==> src/rtl/pmem_responder_pkg.sv <==
// Shared LC-3b types plus the pmem responder state encoding.
package lc3b_types;

   typedef logic [15:0]  lc3b_word;
   typedef logic [127:0] lc3b_line;

   typedef enum logic [1:0] {
      INIT = 2'd0,
      IDLE = 2'd1,
      BUSY = 2'd2,
      RESP = 2'd3
   } pmem_state_t;

   // True when the live request no longer matches the latched op.
   function automatic logic op_flip(
      input logic op_wr,
      input logic rd,
      input logic wr
   );
      return op_wr ? (rd && !wr) : wr;
   endfunction

endpackage

==> src/rtl/pmem_responder_if.sv <==
// Cache-side pmem line port: held read/write request, one-cycle response.
interface pmem_responder_if;
   import lc3b_types::*;

   logic     pmem_read;
   logic     pmem_write;
   lc3b_word pmem_address;
   lc3b_line pmem_wdata;
   lc3b_line pmem_rdata;
   logic     pmem_resp;

   modport master (
      output pmem_read,
      output pmem_write,
      output pmem_address,
      output pmem_wdata,
      input  pmem_rdata,
      input  pmem_resp
   );

   modport slave (
      input  pmem_read,
      input  pmem_write,
      input  pmem_address,
      input  pmem_wdata,
      output pmem_rdata,
      output pmem_resp
   );

endinterface

==> src/rtl/pmem_responder_line_array.sv <==
// Single-port line store: synchronous write, combinational read.
module pmem_line_array
   import lc3b_types::*;
#(
   parameter int LINES_LOG2 = 5
) (
   input  logic                  clk,
   input  logic                  we,
   input  logic [LINES_LOG2-1:0] addr,
   input  lc3b_line              wdata,
   output lc3b_line              rdata
);

   lc3b_line mem [1 << LINES_LOG2];

   always_ff @(posedge clk) begin
      if (we) mem[addr] <= wdata;
   end

   assign rdata = mem[addr];

endmodule

==> src/rtl/pmem_responder.sv <==
// Line-granular physical memory responder with programmable latency.
module pmem_responder
   import lc3b_types::*;
#(
   parameter int LATENCY    = 4,
   parameter int LINES_LOG2 = 5
) (
   input  logic             clk,
   input  logic             reset_n,
   pmem_responder_if.slave  pmem,
   output logic             init_done,
   output logic             protocol_err
);

   localparam int CW = $clog2(LATENCY) + 1;
   localparam logic [CW-1:0] CNT_LOAD = CW'(LATENCY - 1);
   localparam logic [CW-1:0] CNT_ONE = CW'(1);
   localparam logic [LINES_LOG2-1:0] LAST = LINES_LOG2'((1 << LINES_LOG2) - 1);

   pmem_state_t           state;
   logic [CW-1:0]         cnt;
   logic [LINES_LOG2-1:0] sweep;
   logic [LINES_LOG2-1:0] idx;
   logic [LINES_LOG2-1:0] req_idx;
   logic [LINES_LOG2-1:0] arr_addr;
   logic                  op_wr;
   lc3b_line              wbuf;
   lc3b_line              rdata_q;
   lc3b_line              arr_wdata;
   lc3b_line              arr_rdata;
   logic                  arr_we;
   logic                  req;
   logic                  flip;
   logic                  resp;
   logic                  unused_addr;

   assign req = pmem.pmem_read | pmem.pmem_write;
   assign req_idx = pmem.pmem_address[LINES_LOG2+3:4];
   assign flip = op_flip(op_wr, pmem.pmem_read, pmem.pmem_write);
   // Dropping the request in RESP must kill the pulse in the same cycle.
   assign resp = (state == RESP) & req;
   assign pmem.pmem_resp = resp;
   assign pmem.pmem_rdata = rdata_q;
   assign unused_addr = ^{pmem.pmem_address[15:LINES_LOG2+4],
                          pmem.pmem_address[3:0]};

   always_comb begin
      arr_we = 1'b0;
      arr_addr = idx;
      arr_wdata = wbuf;
      unique case (state)
         INIT: begin
            arr_we = 1'b1;
            arr_addr = sweep;
            arr_wdata = '0;
         end
         IDLE: arr_addr = req_idx;
         RESP: arr_we = resp & op_wr;
         BUSY: arr_addr = idx;
      endcase
   end

   pmem_line_array #(
      .LINES_LOG2(LINES_LOG2)
   ) u_array (
      .clk   (clk),
      .we    (arr_we),
      .addr  (arr_addr),
      .wdata (arr_wdata),
      .rdata (arr_rdata)
   );

   always_ff @(posedge clk or negedge reset_n) begin
      if (!reset_n) begin
         state <= INIT;
         cnt <= '0;
         sweep <= '0;
         idx <= '0;
         op_wr <= 1'b0;
         wbuf <= '0;
         rdata_q <= '0;
         init_done <= 1'b0;
         protocol_err <= 1'b0;
      end else begin
         unique case (state)
            INIT: begin
               sweep <= sweep + 1'b1;
               if (sweep == LAST) begin
                  init_done <= 1'b1;
                  state <= IDLE;
               end
            end
            IDLE: begin
               if (req) begin
                  op_wr <= pmem.pmem_write;
                  idx <= req_idx;
                  wbuf <= pmem.pmem_wdata;
                  cnt <= CNT_LOAD;
                  if (pmem.pmem_read && pmem.pmem_write)
                     protocol_err <= 1'b1;
                  if (CNT_LOAD == '0) begin
                     state <= RESP;
                     if (!pmem.pmem_write) rdata_q <= arr_rdata;
                  end else begin
                     state <= BUSY;
                  end
               end
            end
            BUSY: begin
               if (!req) begin
                  state <= IDLE;
               end else begin
                  if (flip) protocol_err <= 1'b1;
                  cnt <= cnt - 1'b1;
                  if (cnt == CNT_ONE) begin
                     state <= RESP;
                     if (!op_wr) rdata_q <= arr_rdata;
                  end
               end
            end
            RESP: begin
               if (req && flip) protocol_err <= 1'b1;
               state <= IDLE;
            end
         endcase
      end
   end

endmodule

==> src/flat_wrapper.sv <==
// flat-port wrapper written by rule: the top's interface ports become plain ports
module pmem_responder_flat import lc3b_types::*;
#(
   parameter int LATENCY    = 4,
   parameter int LINES_LOG2 = 5
)
  (clk, reset_n, init_done, protocol_err, pmem_pmem_read, pmem_pmem_write, pmem_pmem_address, pmem_pmem_wdata, pmem_pmem_rdata, pmem_pmem_resp);
  pmem_responder_if pmem_i ();
  input  logic clk;
  input  logic reset_n;
  output logic init_done;
  output logic protocol_err;
  input wire logic [$bits(pmem_i.pmem_read)-1:0] pmem_pmem_read;
  input wire logic [$bits(pmem_i.pmem_write)-1:0] pmem_pmem_write;
  input wire logic [$bits(pmem_i.pmem_address)-1:0] pmem_pmem_address;
  input wire logic [$bits(pmem_i.pmem_wdata)-1:0] pmem_pmem_wdata;
  output wire logic [$bits(pmem_i.pmem_rdata)-1:0] pmem_pmem_rdata;
  output wire logic [$bits(pmem_i.pmem_resp)-1:0] pmem_pmem_resp;
  assign pmem_i.pmem_read = pmem_pmem_read;
  assign pmem_i.pmem_write = pmem_pmem_write;
  assign pmem_i.pmem_address = pmem_pmem_address;
  assign pmem_i.pmem_wdata = pmem_pmem_wdata;
  assign pmem_pmem_rdata = pmem_i.pmem_rdata;
  assign pmem_pmem_resp = pmem_i.pmem_resp;
  pmem_responder #(.LATENCY(LATENCY), .LINES_LOG2(LINES_LOG2)) u_core (.clk(clk), .reset_n(reset_n), .pmem(pmem_i), .init_done(init_done), .protocol_err(protocol_err));
endmodule
==> config.mk <==
export PLATFORM = sky130hd
export DESIGN_NAME = pmem_responder_flat
export DESIGN_NICKNAME = d
export VERILOG_FILES = /design/src/rtl/pmem_responder_pkg.sv /design/src/rtl/pmem_responder_if.sv /design/src/rtl/pmem_responder_line_array.sv /design/src/rtl/pmem_responder.sv /design/src/flat_wrapper.sv
export SDC_FILE = /design/constraint.sdc
export NUM_CORES = 2
export LEC_CHECK = 0
export ABC_CLOCK_PERIOD_IN_PS = 9850
export CORE_MARGIN = 2
export CORE_UTILIZATION = 29
export CTS_BUF_LIST = sky130_fd_sc_hd__clkbuf_8
export DETAILED_ROUTE_END_ITERATION = 10
export GPL_ROUTABILITY_DRIVEN = 0
export MAX_ROUTING_LAYER = met4
export PLACE_DENSITY = 0.5
export SETUP_SLACK_MARGIN = 0.3
export SKIP_LAST_GASP = 1
export SLEW_MARGIN = 20
export SYNTH_ARGS = -nofsm -noshare
export SYNTH_HDL_FRONTEND = slang
export SYNTH_SLANG_ARGS = --single-unit
==> constraint.sdc <==
create_clock -name clk -period 9.85 [get_ports clk]
set_input_delay 1.97 -clock clk [delete_from_list [all_inputs] [get_ports clk]]
set_output_delay 1.97 -clock clk [all_outputs]
set_load 0.05 [all_outputs]
==> run_summary.xml <==
<?xml version="1.0" encoding="UTF-8"?>
<metrics>
  <group name="yosys">
    <metric name="synth.top_cells.by_area" unit="">edfxtp_1, mux4_2, dfrtp_1</metric>
    <metric name="yosys.area_share.xor_xnor" unit="%">0.0160</metric>
    <metric name="synth_top_cell_area_share" unit="%">74.9</metric>
    <metric name="synth_warnings" unit="">0</metric>
    <metric name="synth_largest_area_cell" unit="">edfxtp_1</metric>
    <metric name="synth_sequential_area_ratio" unit="%">79.0</metric>
    <metric name="synth_simple_gate_area_share" unit="%">2.19</metric>
    <metric name="yosys-mux-area-fraction" unit="%">13.6</metric>
    <metric name="syn-instance-count" unit="">7500</metric>
    <metric name="synth-compound-area-share" unit="%">3.75</metric>
    <metric name="flip_flop_and_latch_count_after_synthesis" unit="">4370</metric>
    <metric name="synthesis.nets" unit="">7657</metric>
    <metric name="netlist_area" unit="um2">164000</metric>
    <metric name="synth_flop_cell" unit="">edfxtp_1</metric>
    <metric name="post_synthesis_adder_cell_area_fraction" unit="%">0.0685</metric>
    <metric name="main_combinational_cell_family_by_area_after_synthesis" unit="">multiplexers</metric>
    <metric name="post_synth_num_cell_types" unit="">55</metric>
    <metric name="synth_edf_count" unit="">4096</metric>
    <metric name="async_reset_ff_share" unit="%">6.27</metric>
    <metric name="avgSynthCellArea" unit="um2">21.9</metric>
  </group>
  <group name="clock_network">
    <metric name="clk_latency" unit="ps">1240</metric>
    <metric name="ctsHoldBuffers" unit="">0</metric>
    <metric name="cts-buffers-inserted" unit="">693</metric>
    <metric name="cts_resized" unit="">0</metric>
    <metric name="clock-root-buffer" unit="">clkbuf_8</metric>
    <metric name="cts_buffer_depth" unit="">4</metric>
    <metric name="clk_pin_slew" unit="ps">60</metric>
    <metric name="post-cts-setup-buffer-count" unit="">0</metric>
    <metric name="cts_tree" unit="">done</metric>
    <metric name="cts-htree-levels" unit="">6</metric>
    <metric name="numClockSinks" unit="">4370</metric>
  </group>
  <group name="die">
    <metric name="count_of_standard_cell_rows" unit="">276</metric>
    <metric name="initial_core_util" unit="%">29.1</metric>
    <metric name="die_h" unit="um">757</metric>
    <metric name="boundaryPins" unit="">279</metric>
    <metric name="design.core.area" unit="um2">565000</metric>
    <metric name="floorplan.die_area" unit="um2">573000</metric>
    <metric name="die-width" unit="um">757</metric>
  </group>
  <group name="pwr">
    <metric name="sequentialPowerShare" unit="%">40.2</metric>
    <metric name="switching_share" unit="%">35.5</metric>
    <metric name="p_comb_share" unit="%">37.0</metric>
    <metric name="p_total" unit="mW">64.1</metric>
    <metric name="ir_drop" unit="V">0.000455</metric>
    <metric name="pwr_density_cell" unit="nW/um2">336</metric>
    <metric name="clkPwrFrac" unit="%">22.8</metric>
    <metric name="net-switching-power" unit="mW">22.7</metric>
    <metric name="internal_power" unit="mW">41.4</metric>
    <metric name="power_leakage" unit="nW">61.0</metric>
  </group>
  <group name="setup_path">
    <metric name="worst_setup_path_endpoint" unit="">pmem_pmem_resp</metric>
    <metric name="cp-end-kind" unit="">output pin</metric>
    <metric name="crit_path_start_kind" unit="">input port</metric>
    <metric name="worstRegToRegCells" unit="">8</metric>
    <metric name="crit-reg2reg-launch" unit="">u_core.state[1]</metric>
    <metric name="cp_data_arrival_time" unit="ps">3840</metric>
    <metric name="startpoint" unit="">pmem_pmem_read</metric>
    <metric name="r2r_setup_slack" unit="ps">4100</metric>
    <metric name="peak_fanout_along_the_critical_path" unit="">10</metric>
    <metric name="worst_ep_required_time" unit="ps">7880</metric>
    <metric name="worst-setup-path-type" unit="">input port to output pin</metric>
    <metric name="critical_path.reg2reg.endpoint" unit="">u_core.u_array.mem[21][40]</metric>
  </group>
  <group name="sta">
    <metric name="hold-worst-slack" unit="ps">469</metric>
    <metric name="final-hold-violation-count" unit="">0</metric>
    <metric name="final.period_utilization" unit="%">59.0</metric>
    <metric name="finalSetupTns" unit="ps">0</metric>
    <metric name="slew_violations" unit="">0</metric>
    <metric name="layout_setup_ws" unit="ps">4040</metric>
    <metric name="finalWorstPathRequiredPeriod" unit="ps">5810</metric>
    <metric name="grt_setup_unrepaired" unit="">no</metric>
    <metric name="relSlewSlack" unit="%">20.2</metric>
    <metric name="report.final.setup_viol" unit="">0</metric>
    <metric name="maxClockFrequency" unit="GHz">0.172</metric>
    <metric name="max_slew.worst_pin.slew" unit="ps">1200</metric>
    <metric name="worst_clock_skew" unit="ps">61.8</metric>
  </group>
  <group name="layout">
    <metric name="final_cell_mix" unit="">edfxtp_1, mux4_2, clkbuf_8</metric>
    <metric name="final_design_area_no_fill" unit="um2">191000</metric>
    <metric name="layoutNonFillerInstCount" unit="">16316</metric>
    <metric name="layout.cells.most_common" unit="">edfxtp_1</metric>
    <metric name="areaGrowthSynthToFinish" unit="%">16.2</metric>
    <metric name="final_nets" unit="">8377</metric>
    <metric name="finalCoreUtilization" unit="%">33.8</metric>
    <metric name="layout-drive-gt1-share" unit="%">25.7</metric>
  </group>
  <group name="routing">
    <metric name="vias" unit="">83338</metric>
    <metric name="route.detailed.vias_per_inst" unit="">5.11</metric>
    <metric name="avgRoutedWirePerCell" unit="um">31.2</metric>
    <metric name="antenna_violating_nets_post_route" unit="">0</metric>
    <metric name="first_pass_iters" unit="">6</metric>
    <metric name="detail_route.iter0.violations" unit="">9306</metric>
    <metric name="postRouteWirelength" unit="mm">509</metric>
    <metric name="drc_errors" unit="">0</metric>
  </group>
  <group name="placed_design">
    <metric name="placed_cell_area" unit="um2">177000</metric>
    <metric name="dp.cells" unit="">15031</metric>
    <metric name="detailedPlacementHpwl" unit="mm">238</metric>
    <metric name="port-buffer-count" unit="">267</metric>
    <metric name="place_ws" unit="ps">3020</metric>
  </group>
  <group name="grt">
    <metric name="gr-usage-all-layers" unit="%">17.8</metric>
    <metric name="antenna_violations_before_repair" unit="">19</metric>
    <metric name="grt_pass1_wl" unit="mm">696</metric>
    <metric name="grt.overflow.total" unit="">0</metric>
    <metric name="first_global_vias" unit="">86668</metric>
    <metric name="grt_max_degree" unit="">135</metric>
  </group>
  <group name="job">
    <metric name="timing.max_cap.violations" unit="">0</metric>
  </group>
  <group name="run_status">
    <metric name="outcome" unit="">finished clean</metric>
  </group>
  <group name="hold_path">
    <metric name="hold_class" unit="">flip-flop to flip-flop</metric>
    <metric name="worst_hold_startpoint" unit="">u_core.protocol_err</metric>
  </group>
</metrics>
[layer usage]
| metal | share of wire, % | up-vias | GRT usage, % |
|---|---|---|---|
| met4 | 2.1 | 0 | 4.06 |
| met5 | 0 | - | - |
| met1 | 42 | 46170 | 23.5 |
| met3 | 5.9 | 676 | 2.28 |
| met2 | 50 | 3283 | 29.4 |
| li1 | - | 33209 | - |
[cell type report]
type / count / area (um2)
Multi-Input combinational cell: 2692 / 33500
Timing Repair Buffer: 456 / 5180
Antenna cell: 6 / 15.0
Fill cell: 52836 / 374000
Tap cell: 7506 / 9390
Clock buffer: 764 / 10500
Inverter: 7 / 26.3
Clock inverter: 515 / 2470
Sequential cell: 4370 / 130000
[flip-flops by register name, summed over array words and instances (netlist names)]
signal,count
u_core.sweep,5
u_core.op_wr,1
u_core.u_array.mem,4096
u_core.pmem.pmem_rdata,128
u_core.state,2
u_core.init_done,1
u_core.wbuf,128
u_core.protocol_err,1
u_core.cnt,3
u_core.idx,5
[worst max-delay path, cell delays in order]
cell	delay, ps
clkdlybuf4s50_1	520
or2_2	260
and2_1	180
clkdlybuf4s50_1	890
[synthesized netlist by cell type (all sizes together), types with 7 or more instances]
master and n:
a211oi 12, a221oi 128, a22o 127, a22oi 218
a31oi 128, a32oi 127, and3 14, buf 316
clkbuf 115, dfrtp 274, edfxtp 4096, ha 9
inv 7, mux2 135, mux2i 87, mux4 889
nand2 359, nand3 90, nor2 167, nor2b 134
nor3 9, o21ai 10
[power groups by stage]
stage	sequential (mW)	combinational [mW]	clock, mW
after floorplan	26.4	15.7	0
after global placement	26.1	23.4	0
after detailed placement	26.2	23.8	0
after CTS	25.8	23.8	15.0
after global routing	25.9	25.3	15.8
final	25.7	23.7	14.6
[worst min path at each step]
stage	end	slack [ps]	cells after the start
2_1_floorplan	u_core.cnt[2]	450	2
3_3_place_gp	u_core.protocol_err	450	1
3_5_place_dp	u_core.protocol_err	450	1
4_1_cts	u_core.protocol_err	470	1
5_1_grt	u_core.protocol_err	480	1
6_report	u_core.protocol_err	470	1
[cell families (layout without fill, tap and decap cells)]
family / after synthesis / after routing
DFF: 4370 / 4370
muxes: 1111 / 1111
and+or+nand+nor: 789 / 789
AOI/OAI and AO/OA: 780 / 780
buffers and inverters: 438 / 1742
adders and majority gates: 9 / 9
xor gates and xnor gates: 3 / 3
other: 0 / 6
(Power assumes the default switching activity.)
